--- config.mk ---
export PLATFORM = sky130hd
export DESIGN_NAME = cla_pipe
export DESIGN_NICKNAME = d
export VERILOG_FILES = /design/src/rtl/cla_pipe.sv
export SDC_FILE = /design/constraint.sdc
export NUM_CORES = 1
export LEC_CHECK = 0
export BUFFER_PORTS_ARGS = -buffer_cell sky130_fd_sc_hd__buf_4
export CAP_MARGIN = 5
export CORE_MARGIN = 5
export CORE_UTILIZATION = 24
export DETAILED_ROUTE_END_ITERATION = 8
export PLACE_DENSITY = 0.45
export SLEW_MARGIN = 20
export SYNTH_ARGS = -nofsm -noshare
export SYNTH_HDL_FRONTEND = slang
export SYNTH_SLANG_ARGS = --single-unit
--- constraint.sdc ---
create_clock -name clk -period 8.6 [get_ports clk]
set_input_delay 0.86 -clock clk [delete_from_list [all_inputs] [get_ports clk]]
set_output_delay 0.86 -clock clk [all_outputs]
set_load 0.02 [all_outputs]
--- src/rtl/cla_pipe.sv ---
// Pipelined carry-lookahead adder/subtractor with valid/ready handshake.
// Stage k adds slice k; upper operand bits and lower sums travel with each transaction.
module cla_pipe #(
    parameter int unsigned WIDTH  = 32,
    parameter int unsigned BLOCK  = 4,
    parameter int unsigned STAGES = 2
) (
    input  logic             clk,
    input  logic             rst_n,
    input  logic             in_valid,
    output logic             in_ready,
    input  logic [WIDTH-1:0] a,
    input  logic [WIDTH-1:0] b,
    input  logic [1:0]       op,
    input  logic             cin,
    output logic             out_valid,
    input  logic             out_ready,
    output logic [WIDTH-1:0] result,
    output logic             cout,
    output logic             ovf,
    output logic             zero
);

    localparam int unsigned S = WIDTH / STAGES;

    // Offset of stage k's forwarded-operand field in the flat operand store.
    function automatic int unsigned op_off(input int unsigned k);
        int unsigned o;
        o = 0;
        for (int unsigned j = 0; j < k; j++) begin
            o += WIDTH - (j + 1) * S;
        end
        return o;
    endfunction

    function automatic int unsigned sum_off(input int unsigned k);
        return S * k * (k + 1) / 2;
    endfunction

    // BLOCK-wide lookahead groups, group carries rippled; returns {carry_out, sum}.
    function automatic logic [S:0] cla_slice(input logic [S-1:0] x, input logic [S-1:0] y,
                                             input logic ci);
        logic [S-1:0] p;
        logic [S-1:0] g;
        logic [S-1:0] s;
        logic         cg;
        logic         gg;
        logic         pp;
        p  = x ^ y;
        g  = x & y;
        s  = '0;
        cg = ci;
        for (int unsigned grp = 0; grp < S / BLOCK; grp++) begin
            gg = 1'b0;
            pp = 1'b1;
            for (int unsigned i = 0; i < BLOCK; i++) begin
                s[grp*BLOCK+i] = p[grp*BLOCK+i] ^ (gg | (pp & cg));
                gg = g[grp*BLOCK+i] | (p[grp*BLOCK+i] & gg);
                pp = pp & p[grp*BLOCK+i];
            end
            cg = gg | (pp & cg);
        end
        return {cg, s};
    endfunction

    localparam int unsigned SumW  = sum_off(STAGES);
    localparam int unsigned OpW   = op_off(STAGES - 1);
    localparam int unsigned OpWq  = (OpW == 0) ? 1 : OpW;

    if (STAGES < 1 || WIDTH % STAGES != 0 || (WIDTH / STAGES) % BLOCK != 0) begin : g_param_err
        $error("cla_pipe: WIDTH must split into STAGES slices of whole BLOCK groups");
    end

    logic [STAGES-1:0] v_q, v_d, v_in, adv, load;
    logic [STAGES-1:0] c_q, c_d;
    logic [SumW-1:0]   sum_q, sum_d;
    logic [OpWq-1:0]   opa_q, opa_d, opb_q, opb_d;
    logic              ovf_q, ovf_d, zero_q, zero_d;

    logic [WIDTH-1:0]  b_prep;
    logic              c0;

    assign b_prep = op[0] ? ~b : b;
    assign c0     = op[1] ? cin : op[0];

    // Advance chain runs from the consumer back to the input.
    always_comb begin
        logic nxt;
        adv = '0;
        v_d = v_q;
        nxt = out_ready;
        for (int k = STAGES - 1; k >= 0; k--) begin
            adv[k] = ~v_q[k] | nxt;
            nxt    = adv[k];
            v_d[k] = adv[k] ? v_in[k] : v_q[k];
        end
    end

    for (genvar k = 0; k < STAGES; k++) begin : g_stage
        localparam int unsigned RemIn = WIDTH - k * S;

        logic [RemIn-1:0]     a_in, b_in;
        logic                 c_in;
        logic [S:0]           res;
        logic [(k+1)*S-1:0]   sum_new;

        assign res     = cla_slice(a_in[S-1:0], b_in[S-1:0], c_in);
        assign load[k] = adv[k] & v_in[k];
        assign c_d[k]  = load[k] ? res[S] : c_q[k];

        if (k == 0) begin : g_src
            assign a_in    = a;
            assign b_in    = b_prep;
            assign c_in    = c0;
            assign v_in[k] = in_valid;
            assign sum_new = res[S-1:0];
        end else begin : g_src
            assign a_in    = opa_q[op_off(k-1) +: RemIn];
            assign b_in    = opb_q[op_off(k-1) +: RemIn];
            assign c_in    = c_q[k-1];
            assign v_in[k] = v_q[k-1];
            assign sum_new = {res[S-1:0], sum_q[sum_off(k-1) +: k*S]};
        end

        assign sum_d[sum_off(k) +: (k+1)*S] =
            load[k] ? sum_new : sum_q[sum_off(k) +: (k+1)*S];

        if (k < STAGES - 1) begin : g_fwd
            localparam int unsigned RemOut = RemIn - S;
            assign opa_d[op_off(k) +: RemOut] =
                load[k] ? a_in[RemIn-1:S] : opa_q[op_off(k) +: RemOut];
            assign opb_d[op_off(k) +: RemOut] =
                load[k] ? b_in[RemIn-1:S] : opb_q[op_off(k) +: RemOut];
        end else begin : g_last
            logic msb_c;
            // Carry into the MSB recovered from the MSB sum bit.
            assign msb_c  = a_in[S-1] ^ b_in[S-1] ^ sum_new[WIDTH-1];
            assign ovf_d  = load[k] ? (msb_c ^ res[S]) : ovf_q;
            assign zero_d = load[k] ? ~|sum_new : zero_q;
        end
    end

    if (STAGES == 1) begin : g_no_fwd
        assign opa_d = '0;
        assign opb_d = '0;
    end

    always_ff @(posedge clk) begin
        if (!rst_n) begin
            v_q    <= '0;
            c_q    <= '0;
            sum_q  <= '0;
            opa_q  <= '0;
            opb_q  <= '0;
            ovf_q  <= 1'b0;
            zero_q <= 1'b0;
        end else begin
            v_q    <= v_d;
            c_q    <= c_d;
            sum_q  <= sum_d;
            opa_q  <= opa_d;
            opb_q  <= opb_d;
            ovf_q  <= ovf_d;
            zero_q <= zero_d;
        end
    end

    assign in_ready  = adv[0];
    assign out_valid = v_q[STAGES-1];
    assign result    = sum_q[sum_off(STAGES-1) +: WIDTH];
    assign cout      = c_q[STAGES-1];
    assign ovf       = ovf_q;
    assign zero      = zero_q;

endmodule

==> impl_metrics.env, run 1 <==
export IMPL_clock_sinks=86
export IMPL_dp_cells=906
export IMPL_io_buffer_count=107
export IMPL_cts_buffers=9
export IMPL_hold_ws_ns=0.450
export IMPL_cp_start_kind="primary input"
export IMPL_placed_cell_area_um2=5690
export IMPL_clock_latency_ns=0.33
export IMPL_maxSlewHeadroom_pct=44.1
export IMPL_crit_slowest_cell="fa_1"
export IMPL_clock_path_buffers=2
export IMPL_yosysSeqAreaShare_pct=35.3
export IMPL_hold_viol=0
export IMPL_n_antenna_cell=0
export IMPL_placementRows=52
export IMPL_detailed_place_hpwl_um=10700
export IMPL_finalNonFillerCells=920
export IMPL_crit_required_ns=8.85
export IMPL_tns_ns=0
export IMPL_cts_tree="yes"
export IMPL_outcome="completed"
export IMPL_grt_pass1_wl_um=21500
export IMPL_core_um2=20100
export IMPL_synth_distinct_cells=50
export IMPL_vias_per_cell=4.36
export IMPL_critPathBufInv=1
export IMPL_postCtsSetupBuffers=0
export IMPL_post_route_period_util_pct=40.3
export IMPL_setup_viol=0
export IMPL_antenna_found_initial=0
export IMPL_tightestPinTransition_ns=0.838
export IMPL_grt_use_total_pct=11.6
export IMPL_cts_clk_slew_worst_paths_ns=0.06
export IMPL_synth_nets=699
export IMPL_dieArea_um2=23300
export IMPL_start_util_pct=24.2
export IMPL_grt_pass1_vias=4020
export IMPL_finalClockSkew_ns=0.00500
export IMPL_final_util_pct=29.7
export IMPL_syn_area_um2=4870
export IMPL_drc=0
export IMPL_crit_arrival_ns=3.71
export IMPL_ant_nets=0
export IMPL_ioPinCount=108
export IMPL_cts_hold_buffers=0
export IMPL_drt_first_pass_iters=6
export IMPL_finalCriticalPeriod_ns=3.46
export IMPL_syn_area_per_cell_um2=8.29
export IMPL_cp_cell_sequence="buf_4, xor2_1, ha_1, a2111o_1, a31o_2, a21oi_1, o211ai_1, o21ai_0, fa_1, a211oi_1"
export IMPL_fmax_mhz=289
export IMPL_synthArstFlopShare_pct=0
export IMPL_die_h_um=153
export IMPL_ys_seq_elements=86
export IMPL_die_w_um=153
export IMPL_cp_max_fo=33
export IMPL_post_cts_resized=0
export IMPL_hp_class="flop to flop"
export IMPL_vdd_drop_max_mv=0.0774
export IMPL_cts_root_buf="clkbuf_16"
export IMPL_wirelength_um=13700
export IMPL_power_density_nw_per_um2=180
export IMPL_drive_gt1_share_pct=20.3
export IMPL_cts_max_level=3
export IMPL_gr_total_overflow=0
export IMPL_critPathKind="primary input to flop"
export IMPL_postSynthCellCount=588
export IMPL_p_leak_uw=0.00256
export IMPL_rsz0062_at_grt="no"
export IMPL_initialDrtViolationCount=171
export IMPL_fin_nets=758
export IMPL_ys_warn_count=0
export IMPL_routed_via_count=4013
export IMPL_place_congestion=0.795
export IMPL_design_area_um2=5970
export IMPL_grt_max_degree=78
export IMPL_cpPeakStageDelay_ns=0.45
export IMPL_cpLargestDelayFamily="compound AO/OA/AOI/OAI gates"
export IMPL_cp_end_kind="flop"
export IMPL_area_growth_pct=22.4
export IMPL_synth_ff_type="dfxtp_1"
export IMPL_drv_slew=0
export IMPL_wl_per_cell_um=14.9
export IMPL_synth_edf_count=0
export IMPL_drv_cap=0
[kinds of logic after synthesis]
family                   count (synthesis)  share of synthesized area, %
multiplexers                             4                         0.847
adder cells (fa/ha/maj)                 40                          11.5
AO/OA/AOI/OAI                          146                          18.6
XOR/XNOR                                51                          9.17
flip-flops                              86                          35.3
AND/OR/NAND/NOR                        184                          16.0
buffers and inverters                   77                          8.57
[metal layers]
layer / track usage, % / vias up / wire length [um]
met1: 16.6 / 1818 / 7200
met4: 4.37 / 0 / 249
met5: 0 / - / 0
met2: 17.3 / 77 / 5790
li1: - / 2105 / -
met3: 2.24 / 13 / 444
[registers in the layout, indices dropped and copies added (netlist names)]
signal and count:
sum_q 48, zero 1, g_stage.b_in 16, v_q 2, c_q 2, ovf 1
g_stage.a_in 16
[final timing paths]
check | startpoint | to | slack, ns | cells after the start
max | op[0] | sum_q[12] | 5.14 | 10
min | sum_q[47] | sum_q[47] | 0.45 | 2
max reg2reg | g_stage[1].a_in[3] | zero | 5.27 | 11
min reg2reg | sum_q[47] | sum_q[47] | 0.45 | 2
[where the power goes]
part	internal, uW	leakage, uW	switching (uW)	total (uW)
combinational	113	0.00171	141	254
sequential	429	0.000707	23.4	452
clock	216	0.000138	153	369
[stage by stage]
step	setup WS, ns	total power (uW)
after global routing	4.88	1140
final	5.14	1070
after CTS	5.10	1090
after floorplan	4.63	633
after detailed placement	4.75	719
after global placement	4.86	714
[cell usage after synthesis (2+ instances only)]
cell	number	area [um^2]
o21ai_0	14	70.1
xnor2_1	29	254
buf_4	32	240
nor2_1	43	161
a31oi_1	2	12.5
a21oi_1	71	355
nor4_1	4	25.0
nand2_1	105	394
xor2_1	22	193
and2_1	5	31.3
ha_1	32	400
nand3_1	8	40.0
buf_1	3	11.3
o31ai_1	3	22.5
clkbuf_1	25	93.8
o21a_1	4	30.0
nor3_1	2	10.0
o211ai_1	3	22.5
o211ai_2	2	25.0
a211oi_1	27	203
inv_1	14	52.6
dfxtp_1	86	1720
o2111ai_1	2	17.5
fa_1	8	160
mux2i_1	3	30.0
and3_1	3	18.8
a21o_1	7	52.6
nand3b_1	2	15.0
nand4_1	4	25.0
nand2b_1	3	18.8
[tightest hold or removal path: cells and delay by family (launching register included)]
kind,cells,cell delay (ns)
AOI/OAI and AO/OA,1,0.05
DFF,1,0.31
and+or+nand+nor,1,0.05
[placed cells by master, fill, tap and decap left out, types with 3 or more instances in the layout]
cell type  instances
a211oi_1          27
ha_1              32
nor4_1             4
nand2b_1           3
xnor2_1           29
o211ai_1           3
a21oi_1           70
xor2_1            22
clkbuf_8           3
a21o_1             7
and2_1             5
clkbuf_16          9
nand3_1            8
mux2i_1            3
inv_1             14
nand2_1          103
o31ai_1            3
o21ai_0           14
buf_4            110
o21a_1             4
dfxtp_1           86
nor2_1            43
fa_1               8
and3_1             3
nand4_1            4
[cell type report]
cell class	instances	area, um^2
Inverter	15	56.3
Multi-Input combinational cell	425	2750
Clock inverter	1	5.00
Timing Repair Buffer	110	826
Clock buffer	13	270
Tap cell	270	338
Sequential cell	86	1720
Fill cell	2159	14100
Power figures use the tool's default switching activity.
==> inputs of run 2 (changes only) <==
==> constraint.sdc (replaced) <==
create_clock -name clk -period 3.4 [get_ports clk]
set_input_delay 0.34 -clock clk [delete_from_list [all_inputs] [get_ports clk]]
set_output_delay 0.34 -clock clk [all_outputs]
set_load 0.02 [all_outputs]
==> run 2 against run 1 <==
Against the previous run: design area up 1.4%; routed wire length up 1.6%; largest cell class unchanged; setup slack worse by 4.8 ns; clock skew up 0.0028 ns; clock-buffer cell count down 3.
==> impl_metrics.env, run 2 (same netlist as run 1, synthesis figures left out) <==
export IMPL_outcome="completed"
export IMPL_p_leak_uw=0.00260
export IMPL_finalNonFillerCells=924
export IMPL_hold_viol=0
export IMPL_mostFrequentLayoutCell="buf_4"
export IMPL_cts_clk_slew_worst_paths_ns=0.06
export IMPL_placed_cell_area_um2=5700
export IMPL_drc=0
export IMPL_cts_max_level=3
export IMPL_maxSlewHeadroom_pct=44.7
export IMPL_drv_cap=0
export IMPL_crit_required_ns=3.65
export IMPL_cts_buffers=9
export IMPL_grt_pass1_wl_um=22400
export IMPL_place_congestion=0.784
export IMPL_area_growth_pct=24.2
export IMPL_antenna_found_initial=0
export IMPL_layout_common_cells="buf_4, nand2_1, dfxtp_1, a21oi_1, nor2_1"
export IMPL_routed_via_count=4012
export IMPL_tns_ns=0
export IMPL_wirelength_um=13900
export IMPL_cts_hold_buffers=0
export IMPL_largest_register_ffs=48
export IMPL_die_w_um=153
export IMPL_fin_nets=760
export IMPL_post_route_period_util_pct=90.1
export IMPL_finalClockSkew_ns=0.00777
export IMPL_start_util_pct=24.2
export IMPL_final_util_pct=30.1
export IMPL_crit_arrival_ns=3.32
export IMPL_clock_latency_ns=0.34
export IMPL_initialDrtViolationCount=174
export IMPL_detailed_place_hpwl_um=11200
export IMPL_wl_per_cell_um=15.0
export IMPL_setup_ws_ns=0.336
export IMPL_finalCriticalPeriod_ns=3.06
export IMPL_hp_class="primary input to flop"
export IMPL_design_area_um2=6050
export IMPL_grt_use_total_pct=11.9
export IMPL_drive_gt1_share_pct=20.8
export IMPL_ioPinCount=108
export IMPL_cts_root_buf="clkbuf_16"
export IMPL_power_density_nw_per_um2=485
export IMPL_cts_tree="yes"
export IMPL_critPathKind="flop to flop"
export IMPL_postCtsSetupBuffers=0
export IMPL_clock_sinks=86
export IMPL_rsz0062_at_grt="no"
export IMPL_drv_slew=0
export IMPL_drt_first_pass_iters=6
export IMPL_setup_viol=0
export IMPL_n_antenna_cell=0
export IMPL_dieArea_um2=23300
export IMPL_dp_cells=908
export IMPL_n_fill_cell=2145
export IMPL_clock_path_buffers=2
export IMPL_grt_max_degree=78
export IMPL_die_h_um=153
export IMPL_grt_pass1_vias=4169
export IMPL_dp_slack_ns=0.379
export IMPL_regMostFlops="sum_q"
export IMPL_tightestPinTransition_ns=0.830
export IMPL_gr_total_overflow=0
export IMPL_io_buffer_count=107
export IMPL_vias_per_cell=4.34
export IMPL_cp_start_kind="flop"
export IMPL_core_um2=20100
export IMPL_ant_nets=0
export IMPL_post_cts_resized=0
export IMPL_placementRows=52
export IMPL_fmax_mhz=326
export IMPL_cp_max_fo=5
export IMPL_cp_end_kind="flop"
export IMPL_vdd_drop_max_mv=0.176
run 2: power breakdown:
part	internal (uW)	switching (uW)
registers	1080	61.8
clock network	737	403
logic	289	362
total	2110	827
run 2: routing by layer:
layer	vias up	GRT usage [%]	wire length, um
met5	-	0	0
met4	0	3.52	191
met3	11	2.75	576
met2	82	18.4	6030
met1	1808	16.7	7110
li1	2111	-	-
run 2: stage by stage:
step	power [uW]	hold slack (ns)
finish	2940	0.247
detailed placement	1830	0.449
floorplan	1600	0.432
global route	3100	0.243
CTS	2970	0.238
global placement	1820	0.447
run 2: layout make-up:
| type | count | area (um^2) | area share (%) |
|---|---|---|---|
| clock buffer | 10 | 239 | 3.95 |
| clock inverter | 6 | 109 | 1.80 |
| inverter | 15 | 56.3 | 0.930 |
| multi-input combinational | 425 | 2750 | 45.4 |
| sequential | 86 | 1720 | 28.4 |
| tap | 270 | 338 | 5.58 |
| timing repair buffer | 112 | 841 | 13.9 |
run 2: worst paths after layout:
kind / cells past startpoint / end / startpoint / slack, ns
worst min-delay path: 3 / g_stage[1].a_in[9] / a[25] / 0.25
worst min register to register: 2 / sum_q[30] / sum_q[30] / 0.46
worst max-delay path: 11 / zero / g_stage[1].a_in[3] / 0.34
worst max register to register: 11 / zero / g_stage[1].a_in[3] / 0.34
run 2: worst max-delay path, stage by stage (launching register included):
cell,delay (ns)
dfxtp_1,0.31
ha_1,0.34
and2_1,0.17
o21ai_0,0.30
o211ai_2,0.20
o21a_1,0.27
fa_1,0.46
nor4_1,0.18
nand4_1,0.12
nor4_1,0.30
nand4_1,0.13
o31ai_1,0.19
==> inputs of run 3 (changes only) <==
--- a/config.mk
+++ b/config.mk
@@ -10,7 +10,7 @@
 export CORE_MARGIN = 5
 export CORE_UTILIZATION = 24
 export DETAILED_ROUTE_END_ITERATION = 8
-export PLACE_DENSITY = 0.45
+export PLACE_DENSITY = 0.39
 export SLEW_MARGIN = 20
 export SYNTH_ARGS = -nofsm -noshare
 export SYNTH_HDL_FRONTEND = slang
==> constraint.sdc (replaced) <==
create_clock -name clk -period 3.5 [get_ports clk]
set_input_delay 0.35 -clock clk [delete_from_list [all_inputs] [get_ports clk]]
set_output_delay 0.35 -clock clk [all_outputs]
set_load 0.02 [all_outputs]
==> run 3 against run 2 <==
Against the previous run: fmax down 0.27%; non-clock buffer count up 3; clock skew down 0.0024 ns; routed wire length up 1.3%; combinational power down 2%; clock-buffer cell count up 2; hold slack better by 0.018 ns; clock power down 23%; die area unchanged; register-to-register slack better by 0.09 ns; via count up 1.8%; largest power group unchanged; global-route usage about the same.
==> impl_metrics.env, run 3 (same netlist as run 1, synthesis figures left out) <==
export IMPL_drt_first_pass_iters=4
export IMPL_vias_per_cell=4.41
export IMPL_fin_nets=763
export IMPL_placementRows=52
export IMPL_ant_nets=0
export IMPL_m1WireLength_um=7500
export IMPL_grt_pass1_vias=4080
export IMPL_rr_startpoint="g_stage[1].a_in[3]"
export IMPL_finalNonFillerCells=927
export IMPL_dp_cells=911
export IMPL_clock_sinks=86
export IMPL_cts_max_level=3
export IMPL_ff2ff_setup_slack_ns=0.43
export IMPL_hold_start="a[25]"
export IMPL_n_antenna_cell=0
export IMPL_wirelength_um=14100
export IMPL_hp_class="primary input to flop"
export IMPL_drive_gt1_share_pct=20.7
export IMPL_met2_length_um=5850
export IMPL_critPathBufInv=0
export IMPL_cp_end_kind="flop"
export IMPL_grt_use_total_pct=12.0
export IMPL_crit_slowest_cell="fa_1"
export IMPL_wl_per_cell_um=15.2
export IMPL_p_leak_uw=0.00257
export IMPL_crit_arrival_ns=3.33
export IMPL_met3_length_um=486
export IMPL_post_cts_resized=0
export IMPL_post_route_period_util_pct=87.8
export IMPL_n_fill_cell=2160
export IMPL_finalCriticalPeriod_ns=3.07
export IMPL_min_to="g_stage[1].a_in[9]"
export IMPL_dieArea_um2=23300
export IMPL_outcome="completed"
export IMPL_critPathKind="flop to flop"
export IMPL_drv_slew=0
export IMPL_grt_max_degree=78
export IMPL_postCtsSetupBuffers=0
export IMPL_start_util_pct=24.2
export IMPL_grt_pass1_wl_um=22200
export IMPL_largest_register_ffs=48
export IMPL_rsz0062_at_grt="no"
export IMPL_drc=0
export IMPL_tns_ns=0
export IMPL_initialDrtViolationCount=140
export IMPL_io_buffer_count=107
export IMPL_cp_cell_sequence="ha_1, and2_1, o21ai_0, o211ai_2, o21a_1, fa_1, nor4_1, nand4_1, nor4_1, nand4_1, o31ai_1"
export IMPL_ioPinCount=108
export IMPL_detailed_place_hpwl_um=11300
export IMPL_cpPeakStageDelay_ns=0.46
export IMPL_cts_tree="yes"
export IMPL_whs_path_depth=3
export IMPL_drv_cap=0
export IMPL_vdd_drop_max_mv=0.177
export IMPL_die_h_um=153
export IMPL_r2r_end="zero"
export IMPL_layout_common_cells="buf_4, nand2_1, dfxtp_1, a21oi_1, nor2_1"
export IMPL_hold_viol=0
export IMPL_regMostFlops="sum_q"
export IMPL_fmax_mhz=325
export IMPL_maxSlewHeadroom_pct=43.2
export IMPL_cts_clk_slew_worst_paths_ns=0.06
export IMPL_mostFrequentLayoutCell="buf_4"
export IMPL_cp_start_kind="flop"
export IMPL_gr_total_overflow=0
export IMPL_die_w_um=153
export IMPL_area_growth_pct=23.0
export IMPL_cts_buffers=9
export IMPL_crit_required_ns=3.75
export IMPL_core_um2=20100
export IMPL_clock_latency_ns=0.34
export IMPL_cts_hold_buffers=0
export IMPL_multiInputGateArea_um2=2750
export IMPL_cp_max_fo=5
export IMPL_highest_layer="met4"
export IMPL_tightestPinTransition_ns=0.852
export IMPL_place_congestion=0.819
export IMPL_clock_path_buffers=2
export IMPL_routed_via_count=4085
export IMPL_seqCellArea_um2=1720
export IMPL_cts_root_buf="clkbuf_16"
export IMPL_antenna_found_initial=0
export IMPL_setup_viol=0
export IMPL_cpLargestDelayFamily="simple AND/OR/NAND/NOR gates"
export IMPL_power_density_nw_per_um2=439
export IMPL_r2r_cells=11
export IMPL_finalClockSkew_ns=0.00537
==> run 3: cell types whose count changed in the layout (fill, tap and decap cells not counted), sizes merged <==
cell,previous run,this run
bufinv,3,0
buf,112,115
clkbuf,10,12
clkinvlp,0,1
==> run 3: worst max path at each step <==
stage	start	depth (start not counted)	end	slack [ns]
after floorplan	op[0]	12	sum_q[12]	0.04
after global placement	op[0]	10	sum_q[12]	0.48
after detailed placement	op[0]	10	sum_q[12]	0.38
after CTS	g_stage[1].a_in[3]	11	zero	0.43
after global routing	g_stage[1].a_in[3]	11	zero	0.17
final	g_stage[1].a_in[3]	11	zero	0.43
==> run 3: per-layer routing <==
metal,up-vias,track usage (%)
met5,-,0
met4,0,3.99
met3,13,2.61
met2,82,17.3
met1,1875,17.6
li1,2115,-
==> run 3: power by group <==
part	total [uW]	switching [uW]	internal, uW
clock network	879	382	497
logic	635	351	284
registers	1120	63.0	1050
total	2630	796	1830
==> run 3: tightest hold or removal path: stages <==
cell	delay, ns
buf_4	0.11
nand2_1	0.05
a21oi_1	0.05
==> run 3: per-stage QoR <==
step                      cell area, um^2  setup slack, ns  util (%)  total power (uW)  hold WS (ns)
final                                5990            0.428      29.8              2630         0.265
after global routing                 5990            0.170      29.8              2780         0.263
after detailed placement             5720            0.385      28.5              1780         0.451
after global placement               5720            0.478      28.5              1780         0.449
after floorplan                      4870           0.0406         -              1560         0.432
after CTS                            5990            0.426      29.8              2680         0.250
==> run 3: final cells by class <==
class                           instances  area share, %
Sequential cell                        86           28.7
Clock inverter                          4          0.376
Multi-Input combinational cell        425           45.8
Timing Repair Buffer                  115           14.4
Tap cell                              270           5.64
Clock buffer                           12           4.11
Inverter                               15          0.939
